<file path="src/rtl/bp_next_pc_pkg.sv">
// Shared types and constants for the branch-prediction next-PC stage.
package bp_next_pc_pkg;

  localparam int REG_W = 32;

  // Instruction class delivered by pre-decode.
  typedef enum logic [1:0] {
    TYPE_NUL  = 2'b00,
    TYPE_CALL = 2'b01,
    TYPE_RET  = 2'b10,
    TYPE_PCR  = 2'b11
  } inst_type_e;

  // BHT counters come out of reset weakly not-taken.
  localparam logic [1:0] BHT_RST_VAL = 2'b01;

  // Saturating 2-bit counter step.
  function automatic logic [1:0] sat_cnt(input logic [1:0] cnt, input logic up);
    logic [1:0] res;
    res = cnt;
    if (up && cnt != 2'b11) res = cnt + 2'b01;
    else if (!up && cnt != 2'b00) res = cnt - 2'b01;
    return res;
  endfunction

endpackage

</file>
<file path="src/rtl/bp_next_pc_if.sv">
// Lookup, training and prediction signals of the next-PC predictor.
interface bp_next_pc_if;
  import bp_next_pc_pkg::*;

  logic             pd_valid;
  logic [REG_W-1:0] pd_pc;
  logic [1:0]       pd_inst_type;
  logic [REG_W-1:0] pd_inst_offset;
  logic             pd_link;
  logic             flush;
  logic             upd_valid;
  logic [REG_W-1:0] upd_pc;
  logic             upd_taken;
  logic             pred_valid;
  logic             pred_taken;
  logic [REG_W-1:0] pred_target;
  logic             ras_empty;

  // Fetch / EX side drives lookups and training.
  modport master (
    output pd_valid, pd_pc, pd_inst_type, pd_inst_offset, pd_link, flush,
    output upd_valid, upd_pc, upd_taken,
    input  pred_valid, pred_taken, pred_target, ras_empty
  );

  // Predictor side.
  modport slave (
    input  pd_valid, pd_pc, pd_inst_type, pd_inst_offset, pd_link, flush,
    input  upd_valid, upd_pc, upd_taken,
    output pred_valid, pred_taken, pred_target, ras_empty
  );
endinterface

</file>
<file path="src/rtl/bp_next_pc_ras_stack.sv">
// Circular return address stack; a push when full overwrites the oldest entry.
module ras_stack
  import bp_next_pc_pkg::*;
#(
  parameter int RAS_DEPTH = 8,
  parameter int RAS_PTR_W = 3
) (
  input  logic             clk,
  input  logic             rst,
  input  logic             push,
  input  logic             pop,
  input  logic [REG_W-1:0] push_data,
  output logic [REG_W-1:0] top_data,
  output logic             empty
);

  localparam logic [RAS_PTR_W-1:0] PTR_ONE  = RAS_PTR_W'(1);
  localparam logic [RAS_PTR_W:0]   CNT_FULL = (RAS_PTR_W+1)'(RAS_DEPTH);
  localparam logic [RAS_PTR_W:0]   CNT_ONE  = (RAS_PTR_W+1)'(1);

  // ptr_q is the next free slot; the top entry sits one below it.
  logic [REG_W-1:0]     mem_q [RAS_DEPTH];
  logic [RAS_PTR_W-1:0] ptr_q, ptr_d, top_ptr, wr_idx;
  logic [RAS_PTR_W:0]   cnt_q, cnt_d;
  logic                 wr_en, pop_eff;

  assign top_ptr  = ptr_q - PTR_ONE;
  assign pop_eff  = pop && (cnt_q != '0);
  assign top_data = mem_q[top_ptr];
  assign empty    = (cnt_q == '0);

  // Pointer/count next state; simultaneous pop+push replaces the top in place.
  always_comb begin
    ptr_d  = ptr_q;
    cnt_d  = cnt_q;
    wr_en  = 1'b0;
    wr_idx = ptr_q;
    if (pop_eff && push) begin
      wr_en  = 1'b1;
      wr_idx = top_ptr;
    end else if (pop_eff) begin
      ptr_d = top_ptr;
      cnt_d = cnt_q - CNT_ONE;
    end else if (push) begin
      wr_en = 1'b1;
      ptr_d = ptr_q + PTR_ONE;
      if (cnt_q != CNT_FULL) cnt_d = cnt_q + CNT_ONE;
    end
  end

  // Control state register.
  always_ff @(posedge clk) begin
    if (rst) begin
      ptr_q <= '0;
      cnt_q <= '0;
    end else begin
      ptr_q <= ptr_d;
      cnt_q <= cnt_d;
    end
  end

  // Entry storage; stale contents are harmless because count gates reads.
  always_ff @(posedge clk) begin
    if (wr_en) mem_q[wr_idx] <= push_data;
  end

endmodule

</file>
<file path="src/rtl/bp_next_pc.sv">
// Next-PC predictor: BHT of 2-bit counters plus RAS, one-cycle registered prediction.
module bp_next_pc
  import bp_next_pc_pkg::*;
#(
  parameter int BHT_IDX_W = 6,
  parameter int RAS_DEPTH = 8,
  parameter int RAS_PTR_W = 3
) (
  input  logic         clk,
  input  logic         rst,
  bp_next_pc_if.slave  bus
);

  localparam int BHT_N = 1 << BHT_IDX_W;

  logic [1:0]           bht_q [BHT_N];
  logic [BHT_IDX_W-1:0] lk_idx, upd_idx;
  logic [REG_W-1:0]     pc4, pc8, ras_top, target_d;
  logic                 lookup, taken_d, ras_push, ras_pop, ras_is_empty;
  inst_type_e           itype;
  logic                 pred_valid_q, pred_taken_q;
  logic [REG_W-1:0]     pred_target_q;
  logic                 unused_upd_bits;

  assign unused_upd_bits = ^{bus.upd_pc[REG_W-1:BHT_IDX_W+2], bus.upd_pc[1:0]};

  assign lookup  = bus.pd_valid && !bus.flush;
  assign itype   = inst_type_e'(bus.pd_inst_type);
  assign lk_idx  = bus.pd_pc[BHT_IDX_W+1:2];
  assign upd_idx = bus.upd_pc[BHT_IDX_W+1:2];
  assign pc4     = bus.pd_pc + 32'd4;
  assign pc8     = bus.pd_pc + 32'd8;

  // Return address is pushed past the delay slot; RET pops.
  assign ras_push = lookup && ((itype == TYPE_CALL && bus.pd_link) || itype == TYPE_PCR);
  assign ras_pop  = lookup && (itype == TYPE_RET);

  ras_stack #(
    .RAS_DEPTH (RAS_DEPTH),
    .RAS_PTR_W (RAS_PTR_W)
  ) u_ras (
    .clk       (clk),
    .rst       (rst),
    .push      (ras_push),
    .pop       (ras_pop),
    .push_data (pc8),
    .top_data  (ras_top),
    .empty     (ras_is_empty)
  );

  // Direction and target selection by instruction class.
  always_comb begin
    taken_d  = 1'b0;
    target_d = pc4;
    case (itype)
      TYPE_NUL: begin
        taken_d  = 1'b0;
        target_d = pc4;
      end
      TYPE_CALL: begin
        taken_d  = 1'b1;
        target_d = {pc4[31:28], bus.pd_inst_offset[27:0]};
      end
      TYPE_PCR: begin
        taken_d  = bht_q[lk_idx][1];
        target_d = pc4 + bus.pd_inst_offset;
      end
      TYPE_RET: begin
        taken_d  = !ras_is_empty;
        target_d = ras_is_empty ? pc4 : ras_top;
      end
    endcase
  end

  // BHT training; a lookup in the same cycle has already read the old value.
  always_ff @(posedge clk) begin
    if (rst) begin
      for (int i = 0; i < BHT_N; i++) bht_q[i] <= BHT_RST_VAL;
    end else if (bus.upd_valid) begin
      bht_q[upd_idx] <= sat_cnt(bht_q[upd_idx], bus.upd_taken);
    end
  end

  // Prediction output register; target holds across idle cycles.
  always_ff @(posedge clk) begin
    if (rst) begin
      pred_valid_q  <= 1'b0;
      pred_taken_q  <= 1'b0;
      pred_target_q <= '0;
    end else begin
      pred_valid_q <= lookup;
      pred_taken_q <= lookup && taken_d;
      if (lookup) pred_target_q <= target_d;
    end
  end

  assign bus.pred_valid  = pred_valid_q;
  assign bus.pred_taken  = pred_taken_q;
  assign bus.pred_target = pred_target_q;
  assign bus.ras_empty   = ras_is_empty;

endmodule

</file>
<file path="src/flat_wrapper.sv">
// flat-port wrapper written by rule: the top's interface ports become plain ports
module bp_next_pc_flat import bp_next_pc_pkg::*;
#(
  parameter int BHT_IDX_W = 6,
  parameter int RAS_DEPTH = 8,
  parameter int RAS_PTR_W = 3
)
  (clk, rst, bus_pd_valid, bus_pd_pc, bus_pd_inst_type, bus_pd_inst_offset, bus_pd_link, bus_flush, bus_upd_valid, bus_upd_pc, bus_upd_taken, bus_pred_valid, bus_pred_taken, bus_pred_target, bus_ras_empty);
  bp_next_pc_if bus_i ();
  input  logic clk;
  input  logic rst;
  input wire logic [$bits(bus_i.pd_valid)-1:0] bus_pd_valid;
  input wire logic [$bits(bus_i.pd_pc)-1:0] bus_pd_pc;
  input wire logic [$bits(bus_i.pd_inst_type)-1:0] bus_pd_inst_type;
  input wire logic [$bits(bus_i.pd_inst_offset)-1:0] bus_pd_inst_offset;
  input wire logic [$bits(bus_i.pd_link)-1:0] bus_pd_link;
  input wire logic [$bits(bus_i.flush)-1:0] bus_flush;
  input wire logic [$bits(bus_i.upd_valid)-1:0] bus_upd_valid;
  input wire logic [$bits(bus_i.upd_pc)-1:0] bus_upd_pc;
  input wire logic [$bits(bus_i.upd_taken)-1:0] bus_upd_taken;
  output wire logic [$bits(bus_i.pred_valid)-1:0] bus_pred_valid;
  output wire logic [$bits(bus_i.pred_taken)-1:0] bus_pred_taken;
  output wire logic [$bits(bus_i.pred_target)-1:0] bus_pred_target;
  output wire logic [$bits(bus_i.ras_empty)-1:0] bus_ras_empty;
  assign bus_i.pd_valid = bus_pd_valid;
  assign bus_i.pd_pc = bus_pd_pc;
  assign bus_i.pd_inst_type = bus_pd_inst_type;
  assign bus_i.pd_inst_offset = bus_pd_inst_offset;
  assign bus_i.pd_link = bus_pd_link;
  assign bus_i.flush = bus_flush;
  assign bus_i.upd_valid = bus_upd_valid;
  assign bus_i.upd_pc = bus_upd_pc;
  assign bus_i.upd_taken = bus_upd_taken;
  assign bus_pred_valid = bus_i.pred_valid;
  assign bus_pred_taken = bus_i.pred_taken;
  assign bus_pred_target = bus_i.pred_target;
  assign bus_ras_empty = bus_i.ras_empty;
  bp_next_pc #(.BHT_IDX_W(BHT_IDX_W), .RAS_DEPTH(RAS_DEPTH), .RAS_PTR_W(RAS_PTR_W)) u_core (.clk(clk), .rst(rst), .bus(bus_i));
endmodule
</file>
<file path="config.mk">
export PLATFORM = sky130hd
export DESIGN_NAME = bp_next_pc_flat
export DESIGN_NICKNAME = d
export VERILOG_FILES = /design/src/rtl/bp_next_pc_pkg.sv /design/src/rtl/bp_next_pc_if.sv /design/src/rtl/bp_next_pc_ras_stack.sv /design/src/rtl/bp_next_pc.sv /design/src/flat_wrapper.sv
export SDC_FILE = /design/constraint.sdc
export NUM_CORES = 1
export LEC_CHECK = 0
export ABC_AREA = 1
export CORE_MARGIN = 10
export CORE_UTILIZATION = 55
export CTS_CLUSTER_SIZE = 8
export DETAILED_ROUTE_END_ITERATION = 16
export GPL_TIMING_DRIVEN = 1
export PLACE_DENSITY = 0.79
export SKIP_LAST_GASP = 1
export SLEW_MARGIN = 20
export SYNTH_ARGS = -nofsm -noshare
export SYNTH_HDL_FRONTEND = slang
export SYNTH_SLANG_ARGS = --single-unit
</file>
<file path="constraint.sdc">
create_clock -name clk -period 4.3 [get_ports clk]
set_input_delay 0.86 -clock clk [delete_from_list [all_inputs] [get_ports clk]]
set_output_delay 0.86 -clock clk [all_outputs]
set_load 0.005 [all_outputs]
</file>
* Yosys cells after proc, flatten, opt, wreduce, memory -nomap -nowiden
Memories as Yosys holds them, arrays and structs flattened. Cells that the tools add are included.
Cells by class: add/subtract/negate cells 9, eq/ne operators 5, multiplexer cells 26, bitwise operators 1, reductions and logical operators 22
Operators by type and width (number):
- 32-bit case mux with 4 select lines | 1
- 32-bit by 3-bit adder with 32-bit output (second input constant) | 1
- 32-bit adder | 1
- 32-bit by 4-bit adder with 32-bit output (second input constant) | 1
- 32-bit 2-to-1 mux | 1
- 4-bit 2-to-1 mux | 3
- 1-bit 2-to-1 mux | 11
- 2-bit 2-to-1 mux | 5
- 1-bit logical AND | 9
- 3-bit 2-to-1 mux | 3
- 6-bit 2-to-1 mux | 1
- 2-bit nonzero test | 3
- 4-bit by 1-bit adder with 4-bit output (second input constant) | 1
- 2-bit equality test (second input constant) | 2
- 4-bit logical NOT | 1
- 4-bit inequality test (second input constant) | 1
- 1-bit case mux with 4 select lines | 1
- 4-bit nonzero test | 1
- 4-bit by 1-bit subtractor with 4-bit output (second input constant) | 1
- 3-bit by 1-bit adder with 3-bit output (second input constant) | 1
- 1-bit logical NOT | 3
- 3-bit AND reduction | 1
- 3-bit by 1-bit subtractor with 3-bit output (second input constant) | 1
- 2-bit by 1-bit adder with 2-bit output (second input constant) | 1
- 8 further kinds | 8
Word-level totals: register bits after elaboration 41, memory bits (writable) 384, bits of input ports 105, output and inout bits 35, word-level logic and storage cells 70, memories 2
Memories:
- u_core.u_ras.mem_q | depth 8, width 32, rd ports 1, clocked after Yosys merged registers in 0, wr ports 1, RTL line bp_next_pc_ras_stack.sv:22 | logic [REG_W-1:0] mem_q [RAS_DEPTH];
- u_core.bht_q | depth 64, width 2, rd ports 2, clocked after Yosys merged registers in 0, wr ports 64, RTL line bp_next_pc.sv:16 | logic [1:0] bht_q [BHT_N];

* Depth between registers and ports, before layout
depth in word-level cells 9, depth in mapped cells 25, depth with buffers taken out 25

* Cells and area by module
Synthesis repeated with hierarchy kept, for this count alone.
Unflattened totals: cells, all modules 3022, area, all modules 24205.7 um^2
Modules (own cells, without submodules):
- bp_next_pc | times used 1, cells an instance 2172, area an instance 13654.3 um^2
- ras_stack | times used 1, cells an instance 850, area an instance 10551.4 um^2

* Worst setup path after synthesis
OpenSTA, ideal clock, no wires.
kind register -> register, start register u_core.u_ras.ptr_q[0], end memory u_core.u_ras.mem_q[4][0], enable pin, setup time 0.421 ns, arrival 3.667 ns, required time 3.879 ns, slack 0.212 ns, cell stages (with the launch flop) 13, buffers on the path 6, period minus slack after synthesis 4.088 ns, path through dfxtp_1 -> buf_2 -> inv_2 -> clkbuf_1 -> buf_1 -> ha_1 -> clkbuf_1 -> clkbuf_1 -> clkbuf_1 -> nand2_1 -> o21ai_0 -> nand2_1 -> nor2_1
On the way: longest elaborated chain between the ends 2
Ends and longest elaborated chain:
- start: declaration | RTL line bp_next_pc_ras_stack.sv:23 | logic [RAS_PTR_W-1:0] ptr_q, ptr_d, top_ptr, wr_idx;
- start signal: assignment | RTL line bp_next_pc_ras_stack.sv:57 | ptr_q <= ptr_d;
- 3-bit by 1-bit subtractor with 3-bit output | RTL line bp_next_pc_ras_stack.sv:27 | assign top_ptr = ptr_q - PTR_ONE;
- 3-bit 2-to-1 mux (*) | RTL line bp_next_pc_ras_stack.sv:38 | if (pop_eff && push) begin
- end: declaration | RTL line bp_next_pc_ras_stack.sv:22
Mark *: on every way between the ends. The rest lies on a longest branch, timed or not.

* Worst setup path in the final report
start input port bus_pd_pc[3], end register u_core.pred_target_q[21] (netlist: u_core.bus.pred_target[21])
On the way: longest elaborated chain between the ends 3, elaborated cells between the ends (all ways) 4, those cells by class add/sub (2); mux (2)
Ends and longest elaborated chain:
- start: declaration | RTL line flat_wrapper.sv:13 | input wire logic [$bits(bus_i.pd_pc)-1:0] bus_pd_pc;
- 32-bit by 3-bit adder with 32-bit output (*) | RTL line bp_next_pc.sv:31 | assign pc4 = bus.pd_pc + 32'd4;
- 32-bit adder or 32-bit 2-to-1 mux (tied branches) | RTL line bp_next_pc.sv:66, bp_next_pc.sv:70
- 32-bit case mux with 4 select lines (*) | RTL line bp_next_pc.sv:55 | case (itype)
- end signal: assignment | RTL line bp_next_pc.sv:93 | if (lookup) pred_target_q <= target_d;
- end: declaration | RTL line bp_next_pc.sv:22 | logic [REG_W-1:0] pred_target_q;
Marks and branches as above. A chain may end at the register's enable or synchronous reset.

==> metrics <==
syn nets=3097; remaining global-route overflow=0; largest net degree at the start of global routing=80; chip width=between 200 and 250 um; Via-to-Cell Ratio=5.68; RSZ-0062 raised after global routing=false; DR iter-0 viols=between 2000 and 2500; Clock Root Buffer=clkbuf_16; via count=21712; P_leak=between 10 and 15 nW; Critical Path End Type=flip-flop; worst hold margin=~0.46 ns; PD cells=374 nW/um^2; Hold-fix buffers, CTS=0; met3 usage=approximately 6.0%; Int Power=a little under 0.008 W; Worst-Margin Slew=0.984 ns; top-count cell post-synth=nand2_1; Yosys cell types=45; post-synthesis sequential area ratio=between 50% and 60%; antenna violations before repair=6; outcome=completed; cells after synthesis=2944; met1 Usage GRT=between 30% and 40%; crit-path max FO=6; yosys warns=0; crit start category=input pin; Post-synth top cells=nand2_1 (894), edfxtp_1 (384), inv_1 (343); Rows=76; Final ANT Viol Nets=0; critical path data arrival time=between 4 and 5 ns; largest cells by area after synthesis=edfxtp_1 (48%), nand2_1 (14%), nand3_1 (6.2%), inv_1 (5.4%), nor2_1 (5.4%); Final Setup Violations=0; full die area=approximately 52000 um^2; combinational share of power=between 15 and 20%; first-pass GRT wire length=around 120 mm; PortBufs=between 100 and 150; Sw Pwr=between 0.002 and 0.003 W; CP max stage cell=clkdlybuf4s50_1; routed len/inst=between 20 and 25 um; Synth area leader=edfxtp_1; final hold vios=0; part of the power in registers=between 40% and 50%; CTS clk-pin slew, worst paths=around 0.050 ns; htree depth=2; number of I/O pins=140; Clock Path Buffers=3; area grow syn2layout=19.7%; Tot GR Track Use=between 20% and 30%; Post-CTS Setup Inserts=0; Synth Register Bits=between 400 and 500; Final Util=66.4%; met2 GRT Util=a little under half; Worst Path Required=between 4 and 5 ns; CTS buffer count=60; share of cells above drive strength 1=about a tenth; Critical Path, Cell by Cell=clkdlybuf4s50_1, ha_1, inv_1, nor2_1, nand2_1, buf_4, inv_1, nand2_1, o21ai_0, buf_4, nand2_1, ha_1, nand2_1, buf_4, nor2_1, nand2_1, nor2_1, nand2_1, nand4_1, nand3_1, nand2_1, nand2_1, a21oi_1; HP Class=flip-flop to flip-flop; starting density of the core=a little under three fifths; WL final=about 77 mm; top_reg_cell synth=edfxtp_1; vias in the first global route=between 20000 and 25000; fin crit share=between 90% and 100%; NumNets Final=roughly 3400; number of max-cap violations=0; clk_skew=0.0495 ns; clock sinks=between 400 and 500; HPWL Detailed=~55 mm; area of the mapped netlist=about 24000 um^2; CTS tree=yes; FFs w/ async S/R, synth=0%; post-synth top area share=between 40% and 50%; Slew HR=between 30% and 40%; Final Critical Period=3.93 ns; Core ar.=around 43000 um^2; Max IR drop VDD=~0.00035 V; crit-path most repeated cell=nand2_1; TritonRoute pass-1 iters=5; Post-synth EDFFs=roughly 380; gpl congestion=approximately 1.0; Critical Path Max Stage Delay=approximately 0.63 ns; crit path kind=input pin to flip-flop; Die Y=between 200 and 250 um; post_cts resized=0; Top Usage Layer GRT=met2; drt drc=0; Avg Synthesized Cell Area=8.10 um^2; switch share=27.2%; clock power share=40.2%; Fmax=roughly 250 MHz; Slew Viols, Final=0; clk_lat worst skew=0.63 ns
[power by group through the flow]
stage | registers (W) | logic, W | clock network (W)
after CTS | 0.00461 | 0.00174 | 0.00432
final | 0.00461 | 0.00177 | 0.00428
after global placement | 0.00469 | 0.00169 | 0
after global routing | 0.00461 | 0.00192 | 0.00450
after floorplan | 0.00468 | 0.00100 | 0
after detailed placement | 0.00469 | 0.00172 | 0
[state kept, by name, summed over array words and instances (netlist names)]
register,cells
u_core.bus.pred_taken,1
u_core.u_ras.cnt_q,4
u_core.u_ras.mem_q,256
u_core.u_ras.ptr_q,3
u_core.bus.pred_valid,1
u_core.bus.pred_target,32
u_core.bht_q,128
[worst max-delay path, delay by kind of cell]
family	cells	cell delay [ns]
fa+ha+maj	2	0.63
simple gates	13	1.34
compound gates	2	0.36
buf+inv	6	1.24
[final cells by class]
cell class / instances / area, um^2
fill: 3446 / 14400
clock buffer: 96 / 1640
antenna: 1 / 2.50
multi-input combinational: 2040 / 9630
sequential: 425 / 12400
inverter: 358 / 1350
clock inverter: 6 / 71.3
timing repair buffer: 314 / 2770
tap: 585 / 732
[through the flow]
| step | cell area [um^2] | setup TNS (ns) | power [W] | cells | worst slack, ns |
|---|---|---|---|---|---|
| after floorplan | 23800 | 0 | 0.00568 | 2944 | 0.212 |
| after global placement | 26800 | -1.43 | 0.00637 | 3722 | -0.168 |
| after detailed placement | 26800 | -1.69 | 0.00641 | 3722 | -0.174 |
| after CTS | 28500 | 0 | 0.0107 | 3824 | 0.427 |
| after global routing | 28500 | 0 | 0.0110 | 3824 | 0.0719 |
| final | 28500 | 0 | 0.0107 | 3825 | 0.373 |
[path summary, 6_finish.rpt]
check | from | to | slack, ns | cells after the start
min reg2reg | u_core.bus.pred_target[26] | u_core.bus.pred_target[26] | 0.46 | 2
min | u_core.bus.pred_target[26] | u_core.bus.pred_target[26] | 0.46 | 2
max reg2reg | u_core.u_ras.cnt_q[1] | u_core.u_ras.mem_q[4][16] | 0.86 | 9
max | bus_pd_pc[3] | u_core.bus.pred_target[21] | 0.37 | 23
[routing by layer]
metal | routed length [um] | vias up
li1 | - | 10192
met1 | 28900 | 10087
met2 | 36300 | 1175
met3 | 7310 | 248
met4 | 4590 | 10
met5 | 71 | -
[layout by cell type (no fill, tap or decap), types with 3 or more instances in the layout]
master / instances
nand3_2: 13
buf_4: 191
o21ai_1: 3
xor2_1: 38
nand3b_1: 11
inv_1: 343
nand3_1: 293
o211ai_1: 21
nor2_4: 9
inv_2: 10
o2111ai_1: 6
buf_12: 10
nand4_1: 22
nor2_1: 332
edfxtp_1: 384
nand2_1: 894
nor3_1: 19
and2_1: 9
clkbuf_1: 36
ha_1: 45
o21ai_0: 142
a22oi_1: 5
clkdlybuf4s50_1: 113
o22ai_1: 8
a21oi_1: 121
clkbuf_16: 60
dfxtp_1: 40
xnor2_1: 7
clkinv_1: 5
o221ai_1: 7
or2_2: 6
o21bai_1: 4
[logic make-up after synthesis]
| logic type | synth area share, % |
|---|---|
| buf+inv | 8.14 |
| compound gates | 7.69 |
| simple gates | 28.0 |
| fa+ha+maj | 2.58 |
| flops | 51.8 |
| xor+xnor | 1.73 |
No activity file was read; power rests on OpenSTA's default activity.
